--- src/rtl/fifo_uart_rd_ctrl_pkg.sv ---
// Shared definitions for the FIFO-to-UART read scheduler: FSM states,
// default sizing and a constant-foldable ceil-log2 helper.
package fifo_uart_rd_ctrl_pkg;

    localparam int unsigned DEF_DATA_W      = 8;
    localparam int unsigned DEF_BYTE_CYCLES = 320;

    typedef enum logic [2:0] {
        ST_IDLE,
        ST_READ,
        ST_WAIT,
        ST_LOAD,
        ST_SEND,
        ST_GAP
    } state_e;

    function automatic int unsigned ctrl_clog2(input int unsigned value);
        int unsigned result;
        result = 0;
        for (int unsigned i = 0; i < 32; i++) begin
            if ((64'd1 << i) < 64'(value)) result = i + 1;
        end
        return result;
    endfunction

endpackage

--- src/rtl/fifo_uart_rd_ctrl_if.sv ---
// FIFO read port plus uart_tx start handshake, bundled for the read scheduler.
interface fifo_uart_rd_ctrl_if #(
    parameter int unsigned DATA_W = 8
);
    logic              fifo_empty;
    logic [DATA_W-1:0] fifo_dout;
    logic              fifo_rd_en;
    logic              tx_busy;
    logic              tx_start;
    logic [DATA_W-1:0] tx_data;

    modport master (
        input  fifo_empty, fifo_dout, tx_busy,
        output fifo_rd_en, tx_start, tx_data
    );

    modport slave (
        output fifo_empty, fifo_dout, tx_busy,
        input  fifo_rd_en, tx_start, tx_data
    );
endinterface

--- src/rtl/fifo_uart_rd_ctrl_gap_timer.sv ---
// Inter-frame gap counter: loadable, counts down to zero and parks there.
module uart_gap_timer #(
    parameter int unsigned W = 9
) (
    input  logic         clk,
    input  logic         rst,
    input  logic         load_i,
    input  logic [W-1:0] load_val_i,
    output logic         zero_o
);
    logic [W-1:0] cnt_q;
    logic [W-1:0] cnt_d;

    always_comb begin
        cnt_d = cnt_q;
        if (load_i) begin
            cnt_d = load_val_i;
        end else if (cnt_q != '0) begin
            cnt_d = cnt_q - 1'b1;
        end
    end

    always_ff @(posedge clk) begin
        if (rst) begin
            cnt_q <= '0;
        end else begin
            cnt_q <= cnt_d;
        end
    end

    assign zero_o = (cnt_q == '0);
endmodule

--- src/rtl/fifo_uart_rd_ctrl.sv ---
// Pops one byte per UART frame from the packing FIFO and hands it to uart_tx,
// holding off the next pop until the minimum frame period has elapsed.
module fifo_uart_rd_ctrl
    import fifo_uart_rd_ctrl_pkg::*;
#(
    parameter int unsigned DATA_W      = DEF_DATA_W,
    parameter int unsigned BYTE_CYCLES = DEF_BYTE_CYCLES,
    parameter int unsigned RD_LATENCY  = 1,
    parameter int unsigned CNT_W       = 16
) (
    input  logic                clk,
    input  logic                rst,
    input  logic                en,
    input  logic                cnt_clr,
    output logic [CNT_W-1:0]    byte_cnt,
    output logic                busy,
    fifo_uart_rd_ctrl_if.master bus
);
    localparam int unsigned GAP_W      = ctrl_clog2(BYTE_CYCLES);
    localparam int unsigned WAIT_W_RAW = ctrl_clog2(RD_LATENCY);
    localparam int unsigned WAIT_W     = (WAIT_W_RAW > 1) ? WAIT_W_RAW : 1;
    localparam logic [GAP_W-1:0]  GAP_LOAD  = GAP_W'(BYTE_CYCLES - 1);
    localparam logic [WAIT_W-1:0] WAIT_LOAD = WAIT_W'((RD_LATENCY >= 2) ? RD_LATENCY - 2 : 0);

    state_e            state_q, state_d;
    logic [WAIT_W-1:0] wait_q, wait_d;
    logic [DATA_W-1:0] tx_data_q, tx_data_d;
    logic [CNT_W-1:0]  byte_cnt_q, byte_cnt_d;
    logic              tx_start;
    logic              gap_zero;
    logic              can_pop;

    assign can_pop  = en & ~bus.fifo_empty;
    assign tx_start = (state_q == ST_SEND) & ~bus.tx_busy;

    uart_gap_timer #(.W(GAP_W)) u_gap_timer (
        .clk       (clk),
        .rst       (rst),
        .load_i    (tx_start),
        .load_val_i(GAP_LOAD),
        .zero_o    (gap_zero)
    );

    always_comb begin
        state_d   = state_q;
        wait_d    = wait_q;
        tx_data_d = tx_data_q;
        case (state_q)
            ST_IDLE: if (can_pop) state_d = ST_READ;
            ST_READ: begin
                wait_d  = WAIT_LOAD;
                state_d = (RD_LATENCY > 1) ? ST_WAIT : ST_LOAD;
            end
            ST_WAIT: begin
                if (wait_q == '0) state_d = ST_LOAD;
                else              wait_d  = wait_q - 1'b1;
            end
            ST_LOAD: begin
                tx_data_d = bus.fifo_dout;
                state_d   = ST_SEND;
            end
            ST_SEND: if (tx_start) state_d = ST_GAP;
            // en is re-sampled only here, so a started byte always finishes its gap
            ST_GAP:  if (gap_zero & ~bus.tx_busy) state_d = can_pop ? ST_READ : ST_IDLE;
            default: state_d = ST_IDLE;
        endcase
    end

    always_comb begin
        byte_cnt_d = byte_cnt_q;
        if (cnt_clr) begin
            byte_cnt_d = tx_start ? CNT_W'(1) : '0;
        end else if (tx_start) begin
            byte_cnt_d = byte_cnt_q + 1'b1;
        end
    end

    always_ff @(posedge clk) begin
        if (rst) begin
            state_q    <= ST_IDLE;
            wait_q     <= '0;
            tx_data_q  <= '0;
            byte_cnt_q <= '0;
        end else begin
            state_q    <= state_d;
            wait_q     <= wait_d;
            tx_data_q  <= tx_data_d;
            byte_cnt_q <= byte_cnt_d;
        end
    end

    assign bus.fifo_rd_en = (state_q == ST_READ);
    assign bus.tx_start   = tx_start;
    assign bus.tx_data    = tx_data_q;
    assign byte_cnt       = byte_cnt_q;
    assign busy           = (state_q != ST_IDLE);
endmodule

--- src/flat_wrapper.sv ---
// flat-port wrapper written by rule: the top's interface ports become plain ports
module fifo_uart_rd_ctrl_flat import fifo_uart_rd_ctrl_pkg::*;
#(
    parameter int unsigned DATA_W      = DEF_DATA_W,
    parameter int unsigned BYTE_CYCLES = DEF_BYTE_CYCLES,
    parameter int unsigned RD_LATENCY  = 1,
    parameter int unsigned CNT_W       = 16
)
  (clk, rst, en, cnt_clr, byte_cnt, busy, bus_fifo_empty, bus_fifo_dout, bus_tx_busy, bus_fifo_rd_en, bus_tx_start, bus_tx_data);
  fifo_uart_rd_ctrl_if #(.DATA_W(DATA_W)) bus_i ();
  input  logic clk;
  input  logic rst;
  input  logic en;
  input  logic cnt_clr;
  output logic [CNT_W-1:0] byte_cnt;
  output logic busy;
  input wire logic [$bits(bus_i.fifo_empty)-1:0] bus_fifo_empty;
  input wire logic [$bits(bus_i.fifo_dout)-1:0] bus_fifo_dout;
  input wire logic [$bits(bus_i.tx_busy)-1:0] bus_tx_busy;
  output wire logic [$bits(bus_i.fifo_rd_en)-1:0] bus_fifo_rd_en;
  output wire logic [$bits(bus_i.tx_start)-1:0] bus_tx_start;
  output wire logic [$bits(bus_i.tx_data)-1:0] bus_tx_data;
  assign bus_i.fifo_empty = bus_fifo_empty;
  assign bus_i.fifo_dout = bus_fifo_dout;
  assign bus_i.tx_busy = bus_tx_busy;
  assign bus_fifo_rd_en = bus_i.fifo_rd_en;
  assign bus_tx_start = bus_i.tx_start;
  assign bus_tx_data = bus_i.tx_data;
  fifo_uart_rd_ctrl #(.DATA_W(DATA_W), .BYTE_CYCLES(BYTE_CYCLES), .RD_LATENCY(RD_LATENCY), .CNT_W(CNT_W)) u_core (.clk(clk), .rst(rst), .en(en), .cnt_clr(cnt_clr), .byte_cnt(byte_cnt), .busy(busy), .bus(bus_i));
endmodule
--- config.mk ---
export PLATFORM = sky130hd
export DESIGN_NAME = fifo_uart_rd_ctrl_flat
export DESIGN_NICKNAME = d
export VERILOG_FILES = /design/src/rtl/fifo_uart_rd_ctrl_pkg.sv /design/src/rtl/fifo_uart_rd_ctrl_if.sv /design/src/rtl/fifo_uart_rd_ctrl_gap_timer.sv /design/src/rtl/fifo_uart_rd_ctrl.sv /design/src/flat_wrapper.sv
export SDC_FILE = /design/constraint.sdc
export NUM_CORES = 1
export LEC_CHECK = 0
export CORE_MARGIN = 2
export CORE_UTILIZATION = 35
export CTS_CLUSTER_SIZE = 16
export DETAILED_ROUTE_END_ITERATION = 10
export DONT_BUFFER_PORTS = 1
export HOLD_SLACK_MARGIN = 0.03
export MAX_ROUTING_LAYER = met4
export SETUP_SLACK_MARGIN = 0.5
export SLEW_MARGIN = 20
export SYNTH_ARGS = -nofsm -noshare
export SYNTH_HDL_FRONTEND = slang
export SYNTH_SLANG_ARGS = --single-unit
--- constraint.sdc ---
create_clock -name clk -period 2.39 [get_ports clk]
set_clock_uncertainty 0.2 [all_clocks]
set_input_delay 0.1195 -clock clk [delete_from_list [all_inputs] [get_ports clk]]
set_output_delay 0.1195 -clock clk [all_outputs]
set_load 0.05 [all_outputs]
=== After elaboration in Yosys (flattened, before gate mapping) ===
Cells that the tools add are included.

* Flip-flop bits (word level): 37
* Input bits: 14
* Output and inout port bits: 27
* Word-level logic and storage cells: 45

* Add/sub/neg operators: 3
* Equal/unequal tests: 9
* Muxes and demuxes: 13
* Bitwise gates (word level): 5
* Reduce and logical (&&, ||, !) cells: 9

{| class="wikitable"
|+ Operators by type and width
! operator !! count
|-
| $mux 16 || 2
|-
| $mux 9 || 2
|-
| $pmux 3 s6 || 1
|-
| $add 16x1->16 const B || 1
|-
| $mux 3 || 4
|-
| $logic_not 9->1 || 1
|-
| $reduce_bool 9->1 || 1
|-
| $sub 9x1->9 const B || 1
|-
| $eq 3x2->1 const B || 2
|-
| $eq 3x3->1 const B || 2
|-
| $ne 2x1->1 const B || 3
|-
| $reduce_bool 2->1 || 3
|-
| $reduce_and 4->1 || 1
|-
| $and 1x1->1 || 3
|-
| $eq 3x1->1 const B || 1
|-
| $logic_not 3->1 || 1
|-
| $mux 1 || 3
|-
| $reduce_bool 3->1 || 1
|-
| $ne 2x2->1 const B || 1
|-
| $not 1->1 || 2
|-
| $pmux 1 s2 || 1
|-
| $reduce_or 2->1 || 1
|-
| $sub 1x1->1 const B || 1
|}

=== Logic depth before layout (Yosys ltp) ===
* Word-level depth: 5
* Mapped depth: 7
* Gate-level depth less buffers: 6

=== Cells and area by module ===
Synthesis repeated with hierarchy kept, for this count alone.

* Cell total of the unflattened synthesis: 199
* Area, all modules: 1752.9 µm²

{| class="wikitable"
|+ Modules (own cells, without submodules)
! module !! times used !! cells an instance !! area an instance (µm²) !! sequential area each (µm²)
|-
| fifo_uart_rd_ctrl || 1 || 137 || 1238.7 || 540.5
|-
| uart_gap_timer || 1 || 62 || 514.2 || 180.2
|}

=== Least setup slack after synthesis ===
Ideal clock, no wire load.

* Path type: flip-flop to flip-flop
* Start: register u_core.byte_cnt_q[6], in the netlist u_core.byte_cnt[6]
* End: register u_core.byte_cnt_q[15], in the netlist u_core.byte_cnt[15]
* Setup time: 0.072 ns
* Data arrival time: 1.708 ns
* Required time: 2.118 ns
* Slack: 0.410 ns
* Stages on the path, launching flop included: 5
* Path buffers: 0
* Clock period less this slack: 1.980 ns
* Path through: dfxtp_1 and4_1 nand4_1 nor4_1 mux2i_1

* Cells in the longest elaborated chain, start to end: 3

{| class="wikitable"
|+ Ends and longest elaborated chain
! what !! line !! RTL
|-
| start: declaration || fifo_uart_rd_ctrl.sv:28 || <nowiki>logic [CNT_W-1:0] byte_cnt_q, byte_cnt_d;</nowiki>
|-
| start signal: assignment || fifo_uart_rd_ctrl.sv:88 || <nowiki>byte_cnt_q <= byte_cnt_d;</nowiki>
|-
| $add 16x1->16 || fifo_uart_rd_ctrl.sv:74 || <nowiki>byte_cnt_d = byte_cnt_q + 1'b1;</nowiki>
|-
| $mux 16 || fifo_uart_rd_ctrl.sv:73 || <nowiki>end else if (tx_start) begin</nowiki>
|-
| $mux 16 || fifo_uart_rd_ctrl.sv:71 || <nowiki>if (cnt_clr) begin</nowiki>
|}

No other way between the ends. The select of a mux whose other input is x is not followed.
A chain may end at the register's enable or synchronous reset.

=== Worst setup path in the final report ===
* Start: register u_core.state_q[0]
* End: register u_core.byte_cnt_q[9], in the netlist u_core.byte_cnt[9]

* Cells in the longest elaborated chain, start to end: 3

{| class="wikitable"
|+ Ends and longest elaborated chain
! what !! line !! RTL
|-
| start: declaration || fifo_uart_rd_ctrl.sv:25 || <nowiki>state_e state_q, state_d;</nowiki>
|-
| start signal: assignment || fifo_uart_rd_ctrl.sv:85 || <nowiki>state_q <= state_d;</nowiki>
|-
| $eq 3x3->1 || fifo_uart_rd_ctrl.sv:34 || <nowiki>assign tx_start = (state_q == ST_SEND) & ~bus.tx_busy;</nowiki>
|-
| $and 1x1->1 || fifo_uart_rd_ctrl.sv:34 ||
|-
| $reduce_bool 2->1 (no source line) || n/a ||
|}

No other way between the ends.

==> results.toml <==
[cells_and_area]
mostFrequentLayoutCells = "26 x dfxtp_1, 23 x nor2_1, 22 x buf_4"
fin_area_mm2 = 0.002034
drive_gt1_frac = 0.2548
diodes = 0
stdcell_count = 262
layout_commonest_cell = "dfxtp_1"
area_growth_pct = 22.62
utilization = 0.4365
nets = 227

[yosys]
async_flop_share = 0
seq_area_frac_synth = 0.4344
synth_top_area_frac = 0.4344
synth_mux_area_frac = 0.06712
synth_cell_types = 44
synthSimpleGateAreaFrac = 0.2685
synth-compound-area-share = 0.1018
netlist_area_mm2 = 0.001659
synth_area_leaders = "dfxtp_1 43%, mux2i_1 6.0%, nor2_1 5.2%, a21oi_1 4.8%, xnor2_1 3.7%"
synth_cells = 182
synth_top_family_by_area = "simple AND/OR/NAND/NOR gates"
synth.net_count = 199
synthAdderAreaFrac = 0.02262
ys_seq_elements = 36
synth_ff_type = "dfxtp_1"
synth_edf_count = 0
yosys_warnings = 0
avgSynthCellArea_um2 = 9.116
synth-xor-area-share = 0.06863
yosysTopAreaCell = "dfxtp_1"

[grt]
antenna_found_initial = 0
grt_pass1_vias = 1278
grt_use_total = 0.1426
grt_pass1_wl_mm = 5.664
grt_max_degree = 26
grt_overflow = 0

[worst_setup_path]
reg2regPathDepth = 5
r2r-end = "u_core.byte_cnt[9]$_SDFFE_PP0P_"
critPathLaunch = "u_core.state_q[0]$_SDFFE_PP0P_"
r2r_start = "u_core.state_q[0]$_SDFFE_PP0P_"
ff2ff_setup_slack_ps = 520
critPathLaunchType = "flip-flop"
worstPathArrival_ps = 1840
worstPathMaxFanout = 7
critPathRequiredTime_ps = 2360
endpoint_kind = "flip-flop"
path_class = "flip-flop to flip-flop"

[detailed_routing]
first_iter_violations = 99
avgRoutedWirePerCell_um = 13.42
vias_per_cell = 5.233
drt_pre_antenna_iters = 4
num_vias = 1371
drc = 0
wl_mm = 3.517
postRouteAntennaNets = 0

[die]
pin_count = 41
die_h_um = 72.85
core_mm2 = 0.004661
fp.dieW_um = 72.85
row_count = 25
initial_core_util = 0.3560
die-area_mm2 = 0.005307

[power]
p_per_area_mw_per_mm2 = 891.1
cellLeakagePower_uw = 0.0008078
peakVddDrop_v = 0.0004349

[clock_network]
clkSinkCount = 36
clk_pin_slew_worst_paths_ps = 70
htreeDepth = 2
numCtsBuffers = 5
cts-hold-fix-buffers = 5
clock_latency_ps = 280
clock_path_buffers = 2
cts_tree = "built"
cts.root.buffer_cell = "clkbuf_8"

[timing]
drv_slew = 0
period_needed_ps = 1872
clock.fmax_mhz = 534.1
worst_pin_slew_ps = 567.9
setup_violations = 0
relSlewSlack = 0.6209
fin_crit_sh = 0.7834
finalHoldViolCount = 31
hold_slack_ps = -303.0
setup_tns_ps = 0
rsz0062_at_grt = "true"

[flow_run]
cap_viol_max_count = 0

[placement]
place_area_mm2 = 0.001821
io_buffers = 0
gp_congestion = 0.8154
dp_cells = 245
dp_hpwl_mm = 2.372

[run_status]
outcome = "finished, violations left"
violations = "hold timing"

[worst_hold_path]
holdPathEnd = "u_core.bus.tx_data[6]$_SDFFE_PP0P_"
holdPathStages = 1
hp-start = "rst"
hold_path_class = "input port to flip-flop"
## flip-flops by register name (all words and copies together), names as in the netlist
signal / count
u_core.u_gap_timer.cnt_q: 9
u_core.byte_cnt: 16
u_core.state_q: 3
u_core.bus.tx_data: 8
## critical path: stages (launching register included)
cell and delay [ps]:
dfxtp_4 350, or4b_4 560, buf_4 190, and4bb_2 300
xnor2_1 110, nor2_1 50
## cells in the mapped netlist, types with 2 or more instances
| cell | instances |
|---|---|
| nand4_1 | 5 |
| xor2_1 | 6 |
| nand3_1 | 5 |
| or4_1 | 2 |
| ha_1 | 3 |
| inv_1 | 5 |
| and4_1 | 2 |
| nor3_1 | 5 |
| clkbuf_1 | 4 |
| nor2_1 | 23 |
| or3_1 | 7 |
| nor2b_1 | 4 |
| nand3b_1 | 2 |
| xnor2_1 | 7 |
| nand2_1 | 13 |
| dfxtp_1 | 36 |
| o21ai_0 | 2 |
| mux2i_1 | 10 |
| a21oi_1 | 16 |
## cells by family (layout without fill, tap and decap cells)
family	after synthesis	count (layout)
AOI/OAI and AO/OA	28	28
buffers and inverters	12	38
DFF	36	36
and+or+nand+nor	79	79
muxes	11	11
adders and majority gates	3	3
xor gates and xnor gates	13	13
## final cells by class
| cell class | count | area [µm²] |
|---|---|---|
| Sequential cell | 36 | 740.7 |
| Fill cell | 469 | 2626 |
| Multi-Input combinational cell | 134 | 912.1 |
| Clock buffer | 5 | 68.82 |
| Timing Repair Buffer | 27 | 215.2 |
| Tap cell | 54 | 67.56 |
| Inverter | 6 | 30.03 |
## repair_timing
action	in CTS	in global routing
setup endpoints to repair	9	11
gates resized for setup	4	10
pin swaps	0	2
hold endpoints to repair	36	31
setup buffers	0	7
## per-layer routing
metal,up-vias,track usage,wire length (µm)
met5,-,-,0
met1,633,0.1635,1560
li1,699,-,-
met3,8,0.04144,162
met4,0,0.07202,82
met2,31,0.2263,1712
## power by group
group	switching, µW	internal, µW
Sequential	114	676
Combinational	327	306
Clock	201	188
## stage by stage
| stage | power (µW) | setup slack [ps] |
|---|---|---|
| final | 1813 | 517.8 |
| after global routing | 1927 | 456.2 |
| after CTS | 1764 | 492.9 |
| after detailed placement | 1341 | 391.3 |
| after global placement | 1338 | 400.0 |
| after floorplan | 1239 | 511.6 |
## how the worst max path moves through the flow
stage / to / depth (start not counted)
3_3_place_gp: u_core.byte_cnt[14]$_SDFFE_PP0P_ / 5
2_1_floorplan: u_core.byte_cnt[8]$_SDFFE_PP0P_ / 6
4_1_cts: u_core.byte_cnt[14]$_SDFFE_PP0P_ / 5
6_report: u_core.byte_cnt[9]$_SDFFE_PP0P_ / 5
5_1_grt: u_core.byte_cnt[13]$_SDFFE_PP0P_ / 5
3_5_place_dp: u_core.byte_cnt[14]$_SDFFE_PP0P_ / 5
No activity file was read; power rests on OpenSTA's default activity.
